$ cat src/rtl/fault_recovery_if.sv
// Fault recovery interface: bundles the classifier-side inputs and the
// recovery controller's status/control outputs.
//   fault_type     classifier output (00 none, 01 minor, 1x critical)
//   fault_clear    operator acknowledge pulse, acts only while halted
//   pipeline_flush flush all in-flight instructions
//   pipeline_stall freeze fetch/PC
//   retry_req      one-cycle re-fetch request
//   cpu_halt       CPU held in safe halt
//   rec_state      current controller state (debug)
//   retry_cnt      minor recoveries in the current episode
//   minor_events   saturating count of accepted minor faults
//   crit_events    saturating count of critical faults and escalations
// Modports: master = classifier/operator side, slave = recovery controller.
interface fault_recovery_if #(
    parameter int MAX_RETRIES = 3,
    parameter int CNT_W       = 8
) ();
    localparam int RC_W = ($clog2(MAX_RETRIES + 1) < 2) ? 2 : $clog2(MAX_RETRIES + 1);

    logic [1:0]       fault_type;
    logic             fault_clear;
    logic             pipeline_flush;
    logic             pipeline_stall;
    logic             retry_req;
    logic             cpu_halt;
    logic [2:0]       rec_state;
    logic [RC_W-1:0]  retry_cnt;
    logic [CNT_W-1:0] minor_events;
    logic [CNT_W-1:0] crit_events;

    modport master (
        output fault_type, fault_clear,
        input  pipeline_flush, pipeline_stall, retry_req, cpu_halt,
        input  rec_state, retry_cnt, minor_events, crit_events
    );

    modport slave (
        input  fault_type, fault_clear,
        output pipeline_flush, pipeline_stall, retry_req, cpu_halt,
        output rec_state, retry_cnt, minor_events, crit_events
    );
endinterface

$ cat src/rtl/fault_recovery_fsm.sv
// Fault recovery controller. Consumes the classifier's fault_type every cycle
// and sequences the CPU response: a minor fault triggers flush -> retry ->
// clean-run monitor window; a critical fault, or one minor fault too many,
// latches a safe halt that only an acknowledge with no active fault releases.
// Saturating event counters are kept for status/debug.
// Ports:
//   clk    system clock, rising edge
//   rst_n  asynchronous active-low reset
//   bus    fault_recovery_if.slave (fault inputs, control/status outputs)
// All outputs are registered: an event sampled at edge k is visible after edge k.
module fault_recovery_fsm #(
    parameter int FLUSH_CYCLES = 3,
    parameter int MAX_RETRIES  = 3,
    parameter int CLEAN_WINDOW = 16,
    parameter int CNT_W        = 8
) (
    input  logic              clk,
    input  logic              rst_n,
    fault_recovery_if.slave   bus
);
    localparam int RC_W = ($clog2(MAX_RETRIES + 1) < 2) ? 2 : $clog2(MAX_RETRIES + 1);
    localparam int FC_W = (FLUSH_CYCLES > 1) ? $clog2(FLUSH_CYCLES) : 1;
    localparam int WC_W = (CLEAN_WINDOW > 1) ? $clog2(CLEAN_WINDOW) : 1;

    localparam logic [RC_W-1:0] RETRY_MAX  = RC_W'(MAX_RETRIES);
    localparam logic [RC_W-1:0] RC_ONE     = RC_W'(1);
    localparam logic [RC_W-1:0] RC_ZERO    = RC_W'(0);
    localparam logic [FC_W-1:0] FLUSH_LAST = FC_W'(FLUSH_CYCLES - 1);
    localparam logic [FC_W-1:0] FC_ONE     = FC_W'(1);
    localparam logic [FC_W-1:0] FC_ZERO    = FC_W'(0);
    localparam logic [WC_W-1:0] WIN_LAST   = WC_W'(CLEAN_WINDOW - 1);
    localparam logic [WC_W-1:0] WC_ONE     = WC_W'(1);
    localparam logic [WC_W-1:0] WC_ZERO    = WC_W'(0);
    localparam logic [CNT_W-1:0] CNT_ZERO  = {CNT_W{1'b0}};
    localparam logic [CNT_W-1:0] CNT_MAX   = {CNT_W{1'b1}};
    localparam logic [CNT_W-1:0] CNT_ONE   = CNT_W'(1);

    typedef enum logic [2:0] {
        ST_IDLE    = 3'b000,
        ST_FLUSH   = 3'b001,
        ST_RETRY   = 3'b010,
        ST_MONITOR = 3'b011,
        ST_HALT    = 3'b100
    } state_t;

    // Control output bundle order: {flush, stall, retry_req, halt}
    function automatic logic [3:0] decode_ctrl(input state_t s);
        logic [3:0] ctrl;
        case (s)
            ST_FLUSH: ctrl = 4'b1100;
            ST_RETRY: ctrl = 4'b0010;
            ST_HALT:  ctrl = 4'b0101;
            default:  ctrl = 4'b0000;
        endcase
        return ctrl;
    endfunction

    // Event counters stick at all-ones instead of wrapping.
    function automatic logic [CNT_W-1:0] sat_inc(input logic [CNT_W-1:0] v, input logic inc);
        logic [CNT_W-1:0] r;
        if (inc && (v != CNT_MAX)) begin
            r = v + CNT_ONE;
        end else begin
            r = v;
        end
        return r;
    endfunction

    state_t           state_r;
    state_t           state_s;
    logic [FC_W-1:0]  flush_cnt_r;
    logic [FC_W-1:0]  flush_cnt_s;
    logic [WC_W-1:0]  win_cnt_r;
    logic [WC_W-1:0]  win_cnt_s;
    logic [RC_W-1:0]  retry_cnt_r;
    logic [RC_W-1:0]  retry_cnt_s;
    logic [CNT_W-1:0] minor_cnt_r;
    logic [CNT_W-1:0] crit_cnt_r;
    logic             minor_inc_s;
    logic             crit_inc_s;
    logic             flush_r;
    logic             stall_r;
    logic             retry_req_r;
    logic             halt_r;
    logic [3:0]       ctrl_s;

    logic             crit_s;
    logic             minor_s;
    logic             quiet_s;

    assign crit_s  = bus.fault_type[1];
    assign minor_s = (bus.fault_type == 2'b01);
    assign quiet_s = (bus.fault_type == 2'b00);

    // Next-state, episode counters and event-increment decisions.
    always_comb begin
        state_s     = state_r;
        flush_cnt_s = flush_cnt_r;
        win_cnt_s   = win_cnt_r;
        retry_cnt_s = retry_cnt_r;
        minor_inc_s = 1'b0;
        crit_inc_s  = 1'b0;
        case (state_r)
            ST_IDLE, ST_MONITOR: begin
                if (crit_s) begin
                    state_s    = ST_HALT;
                    crit_inc_s = 1'b1;
                end else if (minor_s) begin
                    minor_inc_s = 1'b1;
                    if (retry_cnt_r < RETRY_MAX) begin
                        state_s     = ST_FLUSH;
                        retry_cnt_s = retry_cnt_r + RC_ONE;
                        flush_cnt_s = FC_ZERO;
                    end else begin
                        // Retry budget exhausted: escalate as a critical event.
                        state_s    = ST_HALT;
                        crit_inc_s = 1'b1;
                    end
                end else if (state_r == ST_MONITOR) begin
                    if (win_cnt_r == WIN_LAST) begin
                        state_s     = ST_IDLE;
                        retry_cnt_s = RC_ZERO;
                        win_cnt_s   = WC_ZERO;
                    end else begin
                        win_cnt_s = win_cnt_r + WC_ONE;
                    end
                end else begin
                    state_s = ST_IDLE;
                end
            end
            ST_FLUSH: begin
                // Minor faults here belong to instructions being discarded.
                if (crit_s) begin
                    state_s    = ST_HALT;
                    crit_inc_s = 1'b1;
                end else if (flush_cnt_r == FLUSH_LAST) begin
                    state_s     = ST_RETRY;
                    flush_cnt_s = FC_ZERO;
                end else begin
                    flush_cnt_s = flush_cnt_r + FC_ONE;
                end
            end
            ST_RETRY: begin
                if (crit_s) begin
                    state_s    = ST_HALT;
                    crit_inc_s = 1'b1;
                end else begin
                    state_s   = ST_MONITOR;
                    win_cnt_s = WC_ZERO;
                end
            end
            ST_HALT: begin
                if (bus.fault_clear && quiet_s) begin
                    state_s     = ST_IDLE;
                    retry_cnt_s = RC_ZERO;
                    flush_cnt_s = FC_ZERO;
                    win_cnt_s   = WC_ZERO;
                end else begin
                    state_s = ST_HALT;
                end
            end
            default: begin
                state_s = ST_HALT;
            end
        endcase
    end

    // Control outputs are decoded from the next state so they register with it.
    always_comb begin
        ctrl_s = decode_ctrl(state_s);
    end

    // State, counters and registered outputs.
    always_ff @(posedge clk or negedge rst_n) begin
        if (!rst_n) begin
            state_r     <= ST_IDLE;
            flush_cnt_r <= FC_ZERO;
            win_cnt_r   <= WC_ZERO;
            retry_cnt_r <= RC_ZERO;
            minor_cnt_r <= CNT_ZERO;
            crit_cnt_r  <= CNT_ZERO;
            flush_r     <= 1'b0;
            stall_r     <= 1'b0;
            retry_req_r <= 1'b0;
            halt_r      <= 1'b0;
        end else begin
            state_r     <= state_s;
            flush_cnt_r <= flush_cnt_s;
            win_cnt_r   <= win_cnt_s;
            retry_cnt_r <= retry_cnt_s;
            minor_cnt_r <= sat_inc(minor_cnt_r, minor_inc_s);
            crit_cnt_r  <= sat_inc(crit_cnt_r, crit_inc_s);
            flush_r     <= ctrl_s[3];
            stall_r     <= ctrl_s[2];
            retry_req_r <= ctrl_s[1];
            halt_r      <= ctrl_s[0];
        end
    end

    assign bus.pipeline_flush = flush_r;
    assign bus.pipeline_stall = stall_r;
    assign bus.retry_req      = retry_req_r;
    assign bus.cpu_halt       = halt_r;
    assign bus.rec_state      = state_r;
    assign bus.retry_cnt      = retry_cnt_r;
    assign bus.minor_events   = minor_cnt_r;
    assign bus.crit_events    = crit_cnt_r;
endmodule
$ cat src/flat_wrapper.sv
// flat-port wrapper written by rule: the top's interface ports become plain ports
module fault_recovery_fsm_flat 
#(
    parameter int FLUSH_CYCLES = 3,
    parameter int MAX_RETRIES  = 3,
    parameter int CLEAN_WINDOW = 16,
    parameter int CNT_W        = 8
)
  (clk, rst_n, bus_fault_type, bus_fault_clear, bus_pipeline_flush, bus_pipeline_stall, bus_retry_req, bus_cpu_halt, bus_rec_state, bus_retry_cnt, bus_minor_events, bus_crit_events);
  fault_recovery_if #(.MAX_RETRIES(MAX_RETRIES), .CNT_W(CNT_W)) bus_i ();
  input  logic clk;
  input  logic rst_n;
  input wire logic [$bits(bus_i.fault_type)-1:0] bus_fault_type;
  input wire logic [$bits(bus_i.fault_clear)-1:0] bus_fault_clear;
  output wire logic [$bits(bus_i.pipeline_flush)-1:0] bus_pipeline_flush;
  output wire logic [$bits(bus_i.pipeline_stall)-1:0] bus_pipeline_stall;
  output wire logic [$bits(bus_i.retry_req)-1:0] bus_retry_req;
  output wire logic [$bits(bus_i.cpu_halt)-1:0] bus_cpu_halt;
  output wire logic [$bits(bus_i.rec_state)-1:0] bus_rec_state;
  output wire logic [$bits(bus_i.retry_cnt)-1:0] bus_retry_cnt;
  output wire logic [$bits(bus_i.minor_events)-1:0] bus_minor_events;
  output wire logic [$bits(bus_i.crit_events)-1:0] bus_crit_events;
  assign bus_i.fault_type = bus_fault_type;
  assign bus_i.fault_clear = bus_fault_clear;
  assign bus_pipeline_flush = bus_i.pipeline_flush;
  assign bus_pipeline_stall = bus_i.pipeline_stall;
  assign bus_retry_req = bus_i.retry_req;
  assign bus_cpu_halt = bus_i.cpu_halt;
  assign bus_rec_state = bus_i.rec_state;
  assign bus_retry_cnt = bus_i.retry_cnt;
  assign bus_minor_events = bus_i.minor_events;
  assign bus_crit_events = bus_i.crit_events;
  fault_recovery_fsm #(.FLUSH_CYCLES(FLUSH_CYCLES), .MAX_RETRIES(MAX_RETRIES), .CLEAN_WINDOW(CLEAN_WINDOW), .CNT_W(CNT_W)) u_core (.clk(clk), .rst_n(rst_n), .bus(bus_i));
endmodule
$ cat config.mk
export PLATFORM = sky130hd
export DESIGN_NAME = fault_recovery_fsm_flat
export DESIGN_NICKNAME = d
export VERILOG_FILES = /design/src/rtl/fault_recovery_if.sv /design/src/rtl/fault_recovery_fsm.sv /design/src/flat_wrapper.sv
export SDC_FILE = /design/constraint.sdc
export NUM_CORES = 1
export LEC_CHECK = 0
export ABC_AREA = 1
export CAP_MARGIN = 25
export CORE_AREA = 3 3 68 70
export DETAILED_ROUTE_END_ITERATION = 10
export DIE_AREA = 0 0 71 73
export GPL_TIMING_DRIVEN = 0
export PLACE_DENSITY = 0.66
export SLEW_MARGIN = 20
export SYNTH_ARGS = -nofsm -noshare
export SYNTH_HDL_FRONTEND = slang
export SYNTH_SLANG_ARGS = --single-unit
export TNS_END_PERCENT = 1
$ cat constraint.sdc
create_clock -name clk -period 3.88 [get_ports clk]
set_input_delay 0.388 -clock clk [delete_from_list [all_inputs] [get_ports clk]]
set_output_delay 0.388 -clock clk [all_outputs]
set_load 0.05 [all_outputs]
# Yosys cells after proc, flatten, opt, wreduce, memory -nomap -nowiden
# Cells that the tools add are included.
[word_totals]
ff_bits = 31
inputBits = 5
out_inout_bits = 25
word_cells = 91
[classes]
addsub = 5
order_cmp = 1
eq_ne = 23
mux = 39
reduce_logical = 13
[ops]
columns = ["cell", "count"]
rows = [
  ["two-way mux 3 bit", 9],
  ["two-way mux 4 bit", 6],
  ["case mux 4 bit (3 select lines)", 2],
  ["two-way mux 2 bit", 11],
  ["AND reduction 6 bit", 3],
  ["adder 8 x 1 -> 8 bit, second input constant", 2],
  ["inequality test 8 bit, second input constant", 2],
  ["case mux 3 bit (4 select lines)", 1],
  ["== test 3 x 2 -> 1 bit, second input constant", 3],
  ["inequality test 2 x 1 -> 1 bit, second input constant", 4],
  ["inequality test 2 bit, second input constant", 4],
  ["two-way mux 1 bit", 7],
  ["== test 3 x 1 -> 1 bit, second input constant", 2],
  ["== test 3 bit, second input constant", 2],
  ["inequality test 3 x 1 -> 1 bit, second input constant", 2],
  ["case mux 2 bit (3 select lines)", 1],
  ["nonzero test 3 bit", 2],
  ["adder 2 x 1 -> 2 bit, second input constant", 2],
  ["adder 4 x 1 -> 4 bit, second input constant", 1],
  ["== test 4 bit, second input constant", 1],
  ["case mux 2 bit (2 select lines)", 1],
  ["OR reduction 2 bit", 2],
  ["logical AND 1 bit", 3],
  ["zero test 3 bit", 1],
  ["other kinds (7)", 7],
]

# Longest topological paths before layout
[depth]
ltp_word = 8
mapped_depth = 10
depth_no_buf = 10

# Worst setup path after synthesis
# OpenSTA, ideal clock, no wires.
[synth_path]
path_type = "reg-to-reg"
startpoint = "register u_core.crit_cnt_r[0], in the netlist u_core.bus.crit_events[0]"
endpoint = "register u_core.crit_cnt_r[6], in the netlist u_core.bus.crit_events[6]"
arrival_ps = 1680
t_required_ps = 3814
path_slack_ps = 2134
stages_incl_launch_ff = 8
path_buffers = 0
path_cell_list = "dfrtp_1 > ha_1 > nand2_1 > nand3b_1 > nand3b_4 > nand2_4 > nand2_1 > nand2_1"
[synth_via]
elab_chain_cells = 2
elab_cells_between_ends = 3
classes_between = "add/sub (1); eq/ne (1); reduce/logical (1)"
[synth_lines]
columns = ["element", "line", "source"]
rows = [
  ["start, declared", "fault_recovery_fsm.sv:78", "logic [CNT_W-1:0] crit_cnt_r;"],
  ["start signal, assigned", "fault_recovery_fsm.sv:192", "crit_cnt_r <= sat_inc(crit_cnt_r, crit_inc_s);"],
  ["branches (longest 2 deep; another with adder 8 x 1 -> 8 bit)", "--", ""],
]
# Parallel ways; which one is timed is not known.
# A chain may end at the register's enable or synchronous reset.

# Worst setup path in the final report
[layout_path]
startpoint = "register u_core.state_r[0], in the netlist u_core.bus.rec_state[0]"
endpoint = "output bus_rec_state[0]"
[layout_lines]
columns = ["element", "line", "source"]
rows = [
  ["start, declared", "fault_recovery_fsm.sv:69", "state_t state_r;"],
  ["start signal, assigned", "fault_recovery_fsm.sv:187", "state_r <= state_s;"],
  ["end, declared", "flat_wrapper.sv:19", "output wire logic [$bits(bus_i.rec_state)-1:0] bus_rec_state;"],
]
# No word-level cell between the ends.

==> out/qor.yml <==
synth:
  synth_top_family_by_area: "simple AND/OR/NAND/NOR gates"
  synth.avg_cell_area_um2: 7.595
  yosys-top-cells-area: "dfrtp_1, nand2_1, nand3_1"
  muxShareOfSynthArea_pct: 0
  synthesis.area_um2: 1831
  synth_compound_area_share_pct: 3.486
  syn_inst: 241
  synthSimpleGateAreaFrac_pct: 40.40
  synth_xor_area_share_pct: 5.263
  yosysWarnings: 0
  synth-seq-cells: 31
  synth_top_area_cell: "dfrtp_1"
  yosysSeqAreaShare_pct: 42.38
  synth_fa_ha_area_share_pct: 2.734
  synth_nets: 250
  synth_cell_types: 25
  synth_top_area_share_pct: 42.38
sta:
  min_period_over_period_pct: 52.17
  drv_slew: 0
  finalSetupTns_ps: 0
  slew_headroom_pct: 65.82
  fin_crit_ps: 2024
  fmax_mhz: 494.1
  worst_slew_pin_slew_ps: 511.0
  grt_setup_unrepaired: "no"
  finalHoldViolCount: 0
  finalClockSkew_ps: 6.044
  finalSetupViolCount: 0
floorplan:
  die_area_um2: 5183
  die_y_um: 73
  initial_core_util_pct: 45.43
  fp-row-count: 23
  io-pin-count: 30
  die_width_um: 71
  core_um2: 4029
setup_path:
  worstSetupPathType: "flip-flop to output port"
  cp_data_required_time_ps: 3490
  slowest_delay_ps: 860
  crit_path_end_kind: "output port"
  r2r_cells: 7
  path_max_fanout: 6
  r2r-start: "u_core.bus.minor_events[0]"
  cp.buffers_inverters: 1
  crit_chain: "clkdlybuf4s50_1"
  rrSetupSlack_ps: 2370
  cp_data_arrival_time_ps: 1640
  crit_slowest_cell: "clkdlybuf4s50_1"
  start_kind: "flip-flop"
  cp_top_family: "buffers and inverters"
  rr_endpoint: "u_core.bus.minor_events[2]"
layout:
  n_fill_cell: 393
  final_cell_mix: "nand2_1, dfrtp_1, clkdlybuf4s50_1"
  post-route-util_pct: 56.93
  drive_gt1_share_pct: 11.07
  num_antenna_cells: 0
  area_growth_pct: 25.29
  final_common_cell: "nand2_1"
  nets: 288
pwr:
  p_clk_share_pct: 17.7
  p_per_area_nw_per_um2: 609.8
  power.internal_w: 0.0007368
  switchingPower_w: 0.0006617
  p_comb_share_pct: 49.4
  sequentialPowerShare_pct: 32.9
  p_leak_nw: 1.223
  switching_share_pct: 47.32
  max-vdd-ir-drop_mv: 0.3644
global_routing:
  grt_start_max_net_pins: 31
  grt_pass1_wl_um: 6520
  gr-total-overflow: 0
  antenna_found_initial: 0
  grt_pass1_vias: 1508
  track_usage_pct: 15.73
detailed_routing:
  via_per_inst: 4.839
  drt_pass1_iterations: 4
  num_vias: 1597
  drt_iter0_drc: 57
  drt_wl_total_um: 3763
  routedWlPerCell_um: 11.40
  postRouteAntennaNets: 0
  drc: 0
cts:
  numCtsBuffers: 5
  cts_tree: "yes"
  clk_pin_slew_ps: 70
  clock_latency_ps: 280
  cts_buffer_depth: 2
  cts-resized-gates: 0
  clockRootBuffer: "clkbuf_8"
  cts_sinks: 31
  htree_num_levels: 2
place:
  dp_hpwl_um: 2823
  portBuffers: 29
  routabilityCongestion: 0.7862
min_path:
  hp-class: "primary input to asynchronous set/reset pin"
run:
  maxCapViolCount: 0
status:
  status: "finished clean"
==> kinds of logic after synthesis <==
logic type	count (synthesis)
AO/OA/AOI/OAI	10
XOR/XNOR	11
buffers and inverters	28
AND/OR/NAND/NOR	157
adder cells (fa/ha/maj)	4
flip-flops	31
==> registers in the layout, summed over array words and instances, names as in the netlist <==
register and flops:
u_core.bus.rec_state 3, u_core.bus.retry_cnt 2, u_core.bus.minor_events 8, u_core.bus.crit_events 8, u_core.bus.pipeline_flush 1, u_core.bus.cpu_halt 1, u_core.bus.pipeline_stall 1, u_core.flush_cnt_r 2
u_core.win_cnt_r 4, u_core.bus.retry_req 1
==> worst max-delay path by stage <==
stage                                   start                        end  slack [ps]  cells past startpoint
floorplan           u_core.bus.crit_events[0]  u_core.bus.crit_events[6]        2130                      7
global placement                        rst_n    u_core.bus.rec_state[2]        1810                      1
detailed placement          bus_fault_type[1]      u_core.flush_cnt_r[1]        1980                      9
CTS                   u_core.bus.rec_state[0]           bus_rec_state[0]        1840                      1
global route          u_core.bus.rec_state[1]           bus_rec_state[1]        1790                      1
finish                u_core.bus.rec_state[0]           bus_rec_state[0]        1860                      1
==> area by class of cell <==
type	instances	area, µm²	area share, %
multi-input combinational	182	949.7	41.41
sequential	31	775.7	33.82
timing repair buffer	31	315.3	13.75
inverter	28	105.1	4.583
clock buffer	6	72.57	3.164
tap	50	62.56	2.728
clock inverter	2	12.51	0.5456
==> routing by layer <==
metal  global-route usage, %  share of wire (%)
met5                       0                  0
met4                   4.384               0.98
met3                   3.719                3.2
met2                   26.16                 48
met1                   20.53                 48
==> synthesized netlist by cell type <==
library cell	count
nor2_1	13
a21oi_4	1
nand3_2	3
nor2_2	4
nand3_1	25
dfrtp_1	31
or2_2	2
xor2_1	8
nand3b_4	1
nor3_4	1
nand2_2	4
nand3b_1	2
o21a_1	1
nand4_1	3
inv_2	3
nor3_1	4
inv_1	25
nor3b_1	1
xnor2_1	3
a21oi_1	1
ha_1	4
nand2_4	3
o21ai_1	1
o21ai_0	6
nand2_1	91
==> metrics by stage <==
stage	power, W	setup slack [ps]	cell area, µm²	std cells	hold WS, ps
after detailed placement	0.001164	1980	2198	321	200.5
after global placement	0.001157	1812	2183	320	488.6
after CTS	0.001417	1838	2293	330	436.6
final	0.001399	1856	2293	330	436.7
after global routing	0.001492	1795	2293	330	446.8
after floorplan	0.0009525	2134	1831	241	92.41
==> repair_timing <==
item                       4_1_cts  5_1_grt
hold buffers                     1        0
setup endpoints to repair        0        0
hold endpoints to repair         1        0
setup buffers                    0        0
==> power by group through the flow <==
stage,Clock (W),Sequential (W),Combinational (W)
after global placement,0,0.000464,0.000693
after floorplan,0,0.000688,0.000264
after CTS,0.000255,0.000461,0.000701
final,0.000247,0.000460,0.000691
after global routing,0.000268,0.000471,0.000752
after detailed placement,0,0.000467,0.000698
Note: power is estimated with default switching activity, not from simulation.
